## src/rtl/wdt_kick_ctrl.sv

```systemverilog
// Kick validation, restart retiming and config lock for the watchdog counter.
// Optional macro WDT_WINDOW_EN enables the closed-window (early kick) check.
module wdt_kick_ctrl #(
  parameter int                 WDT_CNT_WIDTH = 32,
  parameter logic [7:0]         KICK_KEY      = 8'h76,
  parameter logic [31:0]        UNLOCK_KEY    = 32'h1ACCE551
) (
  input  logic                     i_pclk,
  input  logic                     i_preset,
  input  logic                     i_wdt_clk_en,
  input  logic                     i_wdt_en,
  input  logic                     i_wr_crr,
  input  logic                     i_wr_lock,
  input  logic                     i_clr_err,
  input  logic [31:0]              i_wdata,
  input  logic [WDT_CNT_WIDTH-1:0] i_cnt,
  input  logic [WDT_CNT_WIDTH-1:0] i_win_val,
  output logic                     o_restart,
  output logic                     o_cfg_wr_ok,
  output logic                     o_key_err,
  output logic                     o_early_err
);

  typedef enum logic [1:0] {ST_IDLE, ST_PEND, ST_FIRE} state_t;

  state_t r_state, w_nxt;
  logic   r_restart, r_cfg_wr_ok, r_key_err;
  logic   w_kick, w_key_ok, w_win_open, w_accept, w_bad_key;

  assign w_kick    = i_wr_crr & i_wdt_en;
  assign w_key_ok  = (i_wdata[7:0] == KICK_KEY);
  assign w_bad_key = w_kick & ~w_key_ok;
  assign w_accept  = w_kick & w_key_ok & w_win_open;

`ifdef WDT_WINDOW_EN
  logic r_early_err, w_early;
  // Down-counter above the threshold means the window has not opened yet.
  assign w_win_open  = (i_cnt <= i_win_val);
  assign w_early     = w_kick & w_key_ok & ~w_win_open;
  assign o_early_err = r_early_err;

  always_ff @(posedge i_pclk) begin
    if (i_preset)     r_early_err <= 1'b0;
    else if (w_early) r_early_err <= 1'b1;
    else if (i_clr_err) r_early_err <= 1'b0;
  end
`else
  logic w_unused_win;
  assign w_unused_win = ^{i_cnt, i_win_val};
  assign w_win_open   = 1'b1;
  assign o_early_err  = 1'b0;
`endif

  // Kicks arriving in PEND/FIRE are merged into the level already in flight.
  always_comb begin
    w_nxt = r_state;
    case (r_state)
      ST_IDLE: if (w_accept)     w_nxt = ST_PEND;
      ST_PEND: if (i_wdt_clk_en) w_nxt = ST_FIRE;
      ST_FIRE:                   w_nxt = ST_IDLE;
      default:                   w_nxt = ST_IDLE;
    endcase
    if (!i_wdt_en) w_nxt = ST_IDLE;
  end

  always_ff @(posedge i_pclk) begin
    if (i_preset) begin
      r_state     <= ST_IDLE;
      r_restart   <= 1'b0;
      r_cfg_wr_ok <= 1'b0;
      r_key_err   <= 1'b0;
    end else begin
      r_state   <= w_nxt;
      r_restart <= (w_nxt == ST_PEND) || (w_nxt == ST_FIRE);
      if (i_wr_lock) r_cfg_wr_ok <= (i_wdata == UNLOCK_KEY);
      if (w_bad_key)      r_key_err <= 1'b1;
      else if (i_clr_err) r_key_err <= 1'b0;
    end
  end

  assign o_restart   = r_restart;
  assign o_cfg_wr_ok = r_cfg_wr_ok;
  assign o_key_err   = r_key_err;

endmodule

```

## config.mk

```make
export PLATFORM = sky130hd
export DESIGN_NAME = wdt_kick_ctrl
export DESIGN_NICKNAME = d
export VERILOG_FILES = /design/src/rtl/wdt_kick_ctrl.sv
export SDC_FILE = /design/constraint.sdc
export NUM_CORES = 1
export LEC_CHECK = 0
export CORE_MARGIN = 2
export CORE_UTILIZATION = 11
export CTS_CLUSTER_DIAMETER = 60
export DETAILED_ROUTE_END_ITERATION = 16
export MAX_ROUTING_LAYER = met4
export PLACE_DENSITY = 0.77
export SETUP_SLACK_MARGIN = 0.4
export SYNTH_ARGS = -nofsm -noshare
export SYNTH_HDL_FRONTEND = slang
export SYNTH_SLANG_ARGS = --single-unit
```

## constraint.sdc

```tcl
create_clock -name i_pclk -period 0.95 [get_ports i_pclk]
set_input_delay 0.095 -clock i_pclk [delete_from_list [all_inputs] [get_ports i_pclk]]
set_output_delay 0.095 -clock i_pclk [all_outputs]
set_load 0.01 [all_outputs]
```

==> impl_metrics.prom, run 1 <==
# TYPE chip_impl_metric gauge
chip_impl_metric{name="worst-path-buf-inv",unit=""} 1
chip_impl_metric{name="synthArstFlopShare",unit="%"} 0
chip_impl_metric{name="clock_power_share",unit="%"} 37.4
chip_impl_metric{name="insertion_delay",unit="ns"} 0.24
chip_impl_metric{name="power_switching",unit="mW"} 0.137
chip_impl_info{name="rsz0062_at_grt",value="true"} 1
chip_impl_metric{name="grt_pass1_wl",unit="um"} 1990
chip_impl_info{name="timing.hold.worst.class",value="in -> reg"} 1
chip_impl_info{name="start_kind",value="input pin"} 1
chip_impl_info{name="most_frequently_used_flop_master_after_synthesis",value="sky130_fd_sc_hd__dfxtp_1"} 1
chip_impl_metric{name="dieHeight",unit="um"} 56.1
chip_impl_metric{name="combinationalPowerShare",unit="%"} 29.6
chip_impl_info{name="clock_tree_from_tritoncts",value="built"} 1
chip_impl_metric{name="p_int",unit="mW"} 0.514
chip_impl_metric{name="std_cell_rows",unit=""} 18
chip_impl_metric{name="synth_top_area_share",unit="%"} 33.5
chip_impl_metric{name="num_antenna_cells",unit=""} 0
chip_impl_metric{name="grt_pass1_vias",unit=""} 478
chip_impl_metric{name="syn2layout_area_growth",unit="%"} 174
chip_impl_info{name="status",value="finished, final reports clean"} 1
chip_impl_metric{name="crit_cells",unit=""} 5
chip_impl_metric{name="grt_use_total",unit="%"} 8.52
chip_impl_metric{name="synth-edff-count",unit=""} 0
chip_impl_metric{name="utilization",unit="%"} 32.5
chip_impl_metric{name="finalMaxSlewViolations",unit=""} 0
chip_impl_metric{name="max_clock_freq",unit="MHz"} 1070
chip_impl_metric{name="total_half_perimeter_wirelength_after_legalization_and_detailed_placement",unit="um"} 1070
chip_impl_info{name="rr_startpoint",value="r_state[1]"} 1
chip_impl_metric{name="syn-mean-instance-area",unit="um2"} 8.54
chip_impl_metric{name="syn_nets",unit=""} 138
chip_impl_metric{name="max_stage_delay_on_crit_path",unit="ns"} 0.54
chip_impl_metric{name="worst-path-max-fanout",unit=""} 1
chip_impl_metric{name="finalNetCount",unit=""} 185
chip_impl_metric{name="synth_cells",unit=""} 35
chip_impl_info{name="endpoint",value="o_cfg_wr_ok"} 1
chip_impl_info{name="crit_chain",value="buf_6, or4b_4, nor4_4, nand4_1, o21ai_1"} 1
chip_impl_metric{name="clk_path_buf_depth",unit=""} 2
chip_impl_metric{name="switching_share",unit="%"} 21.0
chip_impl_metric{name="port_buffers",unit=""} 41
chip_impl_metric{name="min_delay_path_depth",unit=""} 4
chip_impl_info{name="clock-root-buffer",value="sky130_fd_sc_hd__clkbuf_4"} 1
chip_impl_metric{name="grt_start_max_net_pins",unit=""} 4
chip_impl_metric{name="maxCapViolCount",unit=""} 0
chip_impl_metric{name="netlist_area",unit="um2"} 299
chip_impl_metric{name="num_vias",unit=""} 446
chip_impl_metric{name="pwr_density_cell",unit="nW/um2"} 794
chip_impl_metric{name="rrSetupSlack",unit="ns"} 0.22
chip_impl_metric{name="floorplan.initialDensity",unit="%"} 11.9
chip_impl_info{name="timing.critical_path.max_delay_family",value="simple AND/OR/NAND/NOR gates"} 1
chip_impl_metric{name="post-route-min-period",unit="ns"} 0.935
chip_impl_metric{name="synthesis.yosys.warnings",unit=""} 0
chip_impl_metric{name="post-route-period-util",unit="%"} 98.4
chip_impl_metric{name="place.gp.congestion",unit=""} 0.665
chip_impl_metric{name="routed_wire_length_per_instance",unit="um"} 11.3
chip_impl_info{name="netlist_top_cells_area",value="sky130_fd_sc_hd__dfxtp_1 (33%), sky130_fd_sc_hd__nand2_1 (6.3%), sky130_fd_sc_hd__or4b_4 (4.6%), sky130_fd_sc_hd__and4bb_2 (4.2%), sky130_fd_sc_hd__nand4_1 (4.2%)"} 1
chip_impl_metric{name="final_layout_size_suffix_gt1_share",unit="%"} 43.2
chip_impl_metric{name="ff2ff_path_depth",unit=""} 2
chip_impl_metric{name="drcViolationCount",unit=""} 0
chip_impl_metric{name="critical_path_required",unit="ns"} 1.12
chip_impl_metric{name="critPathArrivalTime",unit="ns"} 1.11
chip_impl_metric{name="totalPowerFinal",unit="mW"} 0.650
chip_impl_metric{name="seq_area_frac_synth",unit="%"} 33.5
chip_impl_metric{name="synth_cell_types",unit=""} 23
chip_impl_metric{name="antenna_found_initial",unit=""} 0
chip_impl_info{name="setup.worst_path.class",value="in -> reg"} 1
chip_impl_metric{name="grt_overflow_total",unit=""} 0
chip_impl_metric{name="finalSetupViolCount",unit=""} 0
chip_impl_info{name="cell_with_the_largest_stage_delay_on_the_worst_path",value="sky130_fd_sc_hd__or4b_4"} 1
chip_impl_metric{name="first_pass_iters",unit=""} 2
chip_impl_metric{name="drt_wl_total",unit="um"} 1260
chip_impl_metric{name="hold_bufs_inserted_after_cts",unit=""} 0
chip_impl_metric{name="synth.ff_latch_count",unit=""} 5
chip_impl_info{name="cp-end-kind",value="register"} 1
chip_impl_metric{name="hold-worst-slack",unit="ns"} 0.161
chip_impl_metric{name="floorplan.core_area",unit="um2"} 2520
chip_impl_metric{name="floorplan.die.width",unit="um"} 56.1
chip_impl_info{name="r2r_end",value="o_restart"} 1
chip_impl_metric{name="place_ws",unit="ns"} -0.533
chip_impl_metric{name="ant_nets",unit=""} 0
chip_impl_metric{name="irDropWorstVdd",unit="uV"} 329
chip_impl_metric{name="seqPwrFrac",unit="%"} 33.0
chip_impl_metric{name="drt-initial-drc-count",unit=""} 5
chip_impl_metric{name="p_leak",unit="nW"} 0.393
chip_impl_metric{name="design.die.area",unit="um2"} 3150
chip_impl_metric{name="worst_setup_hold_path_clk_slew",unit="ns"} 0.04
chip_impl_info{name="synth_area_leader_cell",value="sky130_fd_sc_hd__dfxtp_1"} 1
chip_impl_metric{name="cts.htree.levels",unit=""} 1
chip_impl_metric{name="tritoncts.num_buffers",unit=""} 3
chip_impl_metric{name="top_level_ports",unit=""} 107
chip_impl_metric{name="numClockSinks",unit=""} 5
chip_impl_metric{name="route.detailed.vias_per_inst",unit=""} 4.02
chip_impl_info{name="synth_commonest_cells",value="sky130_fd_sc_hd__dfxtp_1 (5), sky130_fd_sc_hd__nand2_1 (5)"} 1
chip_impl_metric{name="worst_case_clock_skew",unit="ns"} 0.0000329
chip_impl_metric{name="fin_ws",unit="ns"} 0.0151
chip_impl_info{name="crit_path_start",value="i_wdata[29]"} 1
chip_impl_metric{name="final_hold_viol_count",unit=""} 0
cells in the final DEF, fill, tap and decap left out, drive strengths merged:
master / count
buf: 17
clkdlybuf4s50: 16
dlymetal6s2s: 7
nand2: 5
dfxtp: 5
clkbuf: 4
dlygate4sd2: 3
nor4: 3
nor2: 2
nand4: 2
inv: 2
and4bb: 1
and4b: 1
a32oi: 1
nor3b: 1
nand3: 1
mux2i: 1
and2: 1
and3: 1
a21boi: 1
nand4b: 1
nor3: 1
or4b: 1
nor4bb: 1
o21ai: 1
conb: 1
layer usage:
layer / vias to the layer above / track usage, % / part of all wire [%]
li1: 222 / - / -
met1: 204 / 6.78 / 31
met2: 20 / 15.8 / 60
met3: 0 / 4.42 / 8.8
met4: 0 / 4.08 / 0
met5: - / - / 0
cells by family after synthesis:
family | count (synthesis) | share of synthesized area [%]
AO/OA/AOI/OAI | 3 | 7.11
buffers and inverters | 3 | 5.02
flip-flops | 5 | 33.5
multiplexers | 1 | 3.35
other | 1 | 1.25
AND/OR/NAND/NOR | 22 | 49.8
worst reg2reg max path, stage by stage, from the launching register on:
cell	delay (ns)
sky130_fd_sc_hd__dfxtp_2	0.31
sky130_fd_sc_hd__nor3b_2	0.18
sky130_fd_sc_hd__a21boi_2	0.18
final cells by class:
cell class / count / area [um2]
fillers: 276 / 1700
repair buffers: 43 / 408
multi-input cells: 27 / 235
flip-flops and latches: 5 / 105
well taps: 30 / 37.5
clock buffers: 4 / 26.3
inverters: 2 / 7.51
state kept, by name, summed over array words and instances (netlist names):
signal / cells
r_state: 2
o_cfg_wr_ok: 1
o_key_err: 1
o_restart: 1
worst min path at each step:
stage	startpoint	endpoint	slack, ns
finish	i_wdata[5]	o_cfg_wr_ok	0.16
global route	i_wdata[1]	o_cfg_wr_ok	0.17
CTS	i_wdata[5]	o_cfg_wr_ok	0.16
detailed placement	o_cfg_wr_ok	o_cfg_wr_ok	0.45
global placement	o_cfg_wr_ok	o_cfg_wr_ok	0.44
floorplan	i_preset	o_key_err	0.17
what timing repair did:
| item | CTS | global route |
|---|---|---|
| buffers inserted | 0 | 0 |
| setup endpoints to repair | 8 | 8 |
| resized for setup | 63 | 17 |
| pin swaps | 11 | 13 |
through the flow:
| stage | instance area [um2] | TNS [ns] | instances |
|---|---|---|---|
| after floorplan | 309 | -0.0558 | 35 |
| after global placement | 764 | -1.27 | 107 |
| after global routing | 820 | -0.0244 | 111 |
| after detailed placement | 764 | -1.40 | 107 |
| final | 820 | 0 | 111 |
| after CTS | 744 | -0.0443 | 111 |
power by group through the flow:
stage	Sequential, mW	Combinational, mW	Clock, mW
after floorplan	0.219	0.0280	0
after global placement	0.218	0.195	0
after detailed placement	0.218	0.201	0
after CTS	0.215	0.179	0.252
after global routing	0.215	0.208	0.266
final	0.215	0.192	0.243
No activity file was read; power rests on OpenSTA's default activity.
==> run 2, diff against run 1 <==
Settings changed: SKIP_LAST_GASP set to 1.
==> run 2 against run 1 <==
Against the previous run: core utilization hardly changed; sequential cell count stayed put; worst hold slack stayed put; critical path type unchanged; critical endpoint unchanged; largest cell class unchanged; highest routed layer unchanged.
==> impl_metrics.prom, run 2 (synthesis gave the netlist of run 1 again) <==
# TYPE chip_impl_metric gauge
chip_impl_info{name="status",value="finished, final reports clean"} 1
chip_impl_metric{name="dieHeight",unit="um"} 56.1
chip_impl_info{name="mostFrequentLayoutCell",value="sky130_fd_sc_hd__clkdlybuf4s50_1"} 1
chip_impl_metric{name="drt-initial-drc-count",unit=""} 5
chip_impl_metric{name="ant_nets",unit=""} 0
chip_impl_metric{name="std_cell_rows",unit=""} 18
chip_impl_metric{name="grt_start_max_net_pins",unit=""} 4
chip_impl_metric{name="finalNetCount",unit=""} 185
chip_impl_metric{name="floorplan.core_area",unit="um2"} 2520
chip_impl_metric{name="largest_register_ffs",unit=""} 2
chip_impl_metric{name="finalMaxSlewViolations",unit=""} 0
chip_impl_metric{name="grt_pass1_vias",unit=""} 478
chip_impl_metric{name="post-route-period-util",unit="%"} 98.4
chip_impl_metric{name="final_hold_viol_count",unit=""} 0
chip_impl_metric{name="worst_case_clock_skew",unit="ns"} 0.0000329
chip_impl_metric{name="antenna_found_initial",unit=""} 0
chip_impl_info{name="rsz0062_at_grt",value="true"} 1
chip_impl_metric{name="irDropWorstVdd",unit="uV"} 329
chip_impl_metric{name="critical_path_required",unit="ns"} 1.12
chip_impl_metric{name="cts.htree.levels",unit=""} 1
chip_impl_metric{name="totalPowerFinal",unit="mW"} 0.650
chip_impl_metric{name="worst_setup_hold_path_clk_slew",unit="ns"} 0.04
chip_impl_metric{name="tritoncts.num_buffers",unit=""} 3
chip_impl_metric{name="numClockSinks",unit=""} 5
chip_impl_info{name="timing.hold.worst.class",value="in -> reg"} 1
chip_impl_metric{name="floorplan.initialDensity",unit="%"} 11.9
chip_impl_info{name="layout.cells.most_common_list",value="sky130_fd_sc_hd__clkdlybuf4s50_1 (16), sky130_fd_sc_hd__buf_2 (8), sky130_fd_sc_hd__dlymetal6s2s_1 (7), sky130_fd_sc_hd__buf_6 (7), sky130_fd_sc_hd__nand2_1 (4)"} 1
chip_impl_metric{name="grt_overflow_total",unit=""} 0
chip_impl_metric{name="syn2layout_area_growth",unit="%"} 174
chip_impl_metric{name="num_antenna_cells",unit=""} 0
chip_impl_metric{name="post-route-min-period",unit="ns"} 0.935
chip_impl_info{name="cp-end-kind",value="register"} 1
chip_impl_metric{name="grt_use_total",unit="%"} 8.52
chip_impl_info{name="largest_register",value="r_state"} 1
chip_impl_metric{name="grt_pass1_wl",unit="um"} 1990
chip_impl_metric{name="insertion_delay",unit="ns"} 0.24
chip_impl_metric{name="finalSetupViolCount",unit=""} 0
chip_impl_metric{name="seqCellArea",unit="um2"} 104
chip_impl_info{name="setup.worst_path.class",value="in -> reg"} 1
chip_impl_metric{name="clk_path_buf_depth",unit=""} 2
chip_impl_info{name="start_kind",value="input pin"} 1
chip_impl_metric{name="drt_wl_total",unit="um"} 1260
chip_impl_metric{name="drcViolationCount",unit=""} 0
chip_impl_info{name="clock_tree_from_tritoncts",value="built"} 1
chip_impl_metric{name="first_pass_iters",unit=""} 2
chip_impl_metric{name="p_leak",unit="nW"} 0.392
chip_impl_metric{name="total_half_perimeter_wirelength_after_legalization_and_detailed_placement",unit="um"} 1070
chip_impl_metric{name="max_clock_freq",unit="MHz"} 1070
chip_impl_metric{name="min_delay_path_depth",unit=""} 4
chip_impl_metric{name="route.detailed.vias_per_inst",unit=""} 4.02
chip_impl_metric{name="routed_wire_length_per_instance",unit="um"} 11.3
chip_impl_metric{name="floorplan.die.width",unit="um"} 56.1
chip_impl_metric{name="utilization",unit="%"} 32.4
chip_impl_metric{name="port_buffers",unit=""} 41
chip_impl_metric{name="maxCapViolCount",unit=""} 0
chip_impl_metric{name="worst-path-max-fanout",unit=""} 1
chip_impl_info{name="clock-root-buffer",value="sky130_fd_sc_hd__clkbuf_4"} 1
chip_impl_metric{name="ff2ff_path_depth",unit=""} 3
chip_impl_metric{name="final_layout_size_suffix_gt1_share",unit="%"} 42.0
chip_impl_metric{name="top_level_ports",unit=""} 107
chip_impl_metric{name="critPathArrivalTime",unit="ns"} 1.11
chip_impl_metric{name="fill_cells",unit=""} 276
chip_impl_metric{name="pwr_density_cell",unit="nW/um2"} 795
chip_impl_metric{name="area_taken_by_multi_input_logic_gates",unit="um2"} 235
chip_impl_metric{name="num_vias",unit=""} 446
chip_impl_metric{name="place.gp.congestion",unit=""} 0.665
chip_impl_metric{name="design.die.area",unit="um2"} 3150
run 2: changes by cell type in the layout (fill, tap and decap cells not counted):
cell / previous run / this run
sky130_fd_sc_hd__dfxtp_2: 4 / 3
sky130_fd_sc_hd__dfxtp_1: 1 / 2
run 2: layout make-up:
cell class,count,area share (%)
Timing Repair Buffer,43,49.8
Multi-Input combinational cell,27,28.7
Sequential cell,5,12.7
Tap cell,30,4.59
Clock buffer,4,3.21
Inverter,2,0.917
run 2: per-layer routing:
layer	vias up	track usage, %	part of all wire [%]
li1	222	-	-
met3	0	4.42	8.8
met2	20	15.8	60
met4	0	4.08	0
met5	-	-	0
met1	204	6.78	31
run 2: stage by stage:
step	setup TNS [ns]	instance area [um2]	setup WS, ns	std cells	hold WS, ns
final	0	818	0.0151	111	0.161
after global placement	-1.27	764	-0.491	107	0.442
after floorplan	-0.0558	309	-0.0558	35	0.167
after CTS	-0.0443	743	-0.0443	111	0.163
after detailed placement	-1.40	764	-0.533	107	0.451
after global routing	-0.0244	818	-0.0244	111	0.170
run 2: timing repair:
item,CTS,global route
hold buffers,0,0
pin swaps,11,13
gates resized for setup,62,17
endpoints found under the setup margin,8,8
setup buffers,0,0
run 2: worst paths after layout:
kind	startpoint	end	slack, ns
worst min-delay path	i_wdata[5]	o_cfg_wr_ok	0.16
worst max-delay path	i_wdata[29]	o_cfg_wr_ok	0.02
worst max register to register	r_state[0]	r_state[0]	0.22
worst min register to register	o_cfg_wr_ok	o_cfg_wr_ok	0.45
run 2: worst max-delay path: stages:
cell and delay (ns):
sky130_fd_sc_hd__buf_6 0.09, sky130_fd_sc_hd__or4b_4 0.54, sky130_fd_sc_hd__nor4_4 0.14, sky130_fd_sc_hd__nand4_1 0.11
sky130_fd_sc_hd__o21ai_1 0.13
run 2: power breakdown:
group          leakage [nW]  switching (mW)  internal (mW)
clock network        0.0150          0.0845          0.159
logic                 0.336          0.0507          0.142
registers            0.0418         0.00145          0.213
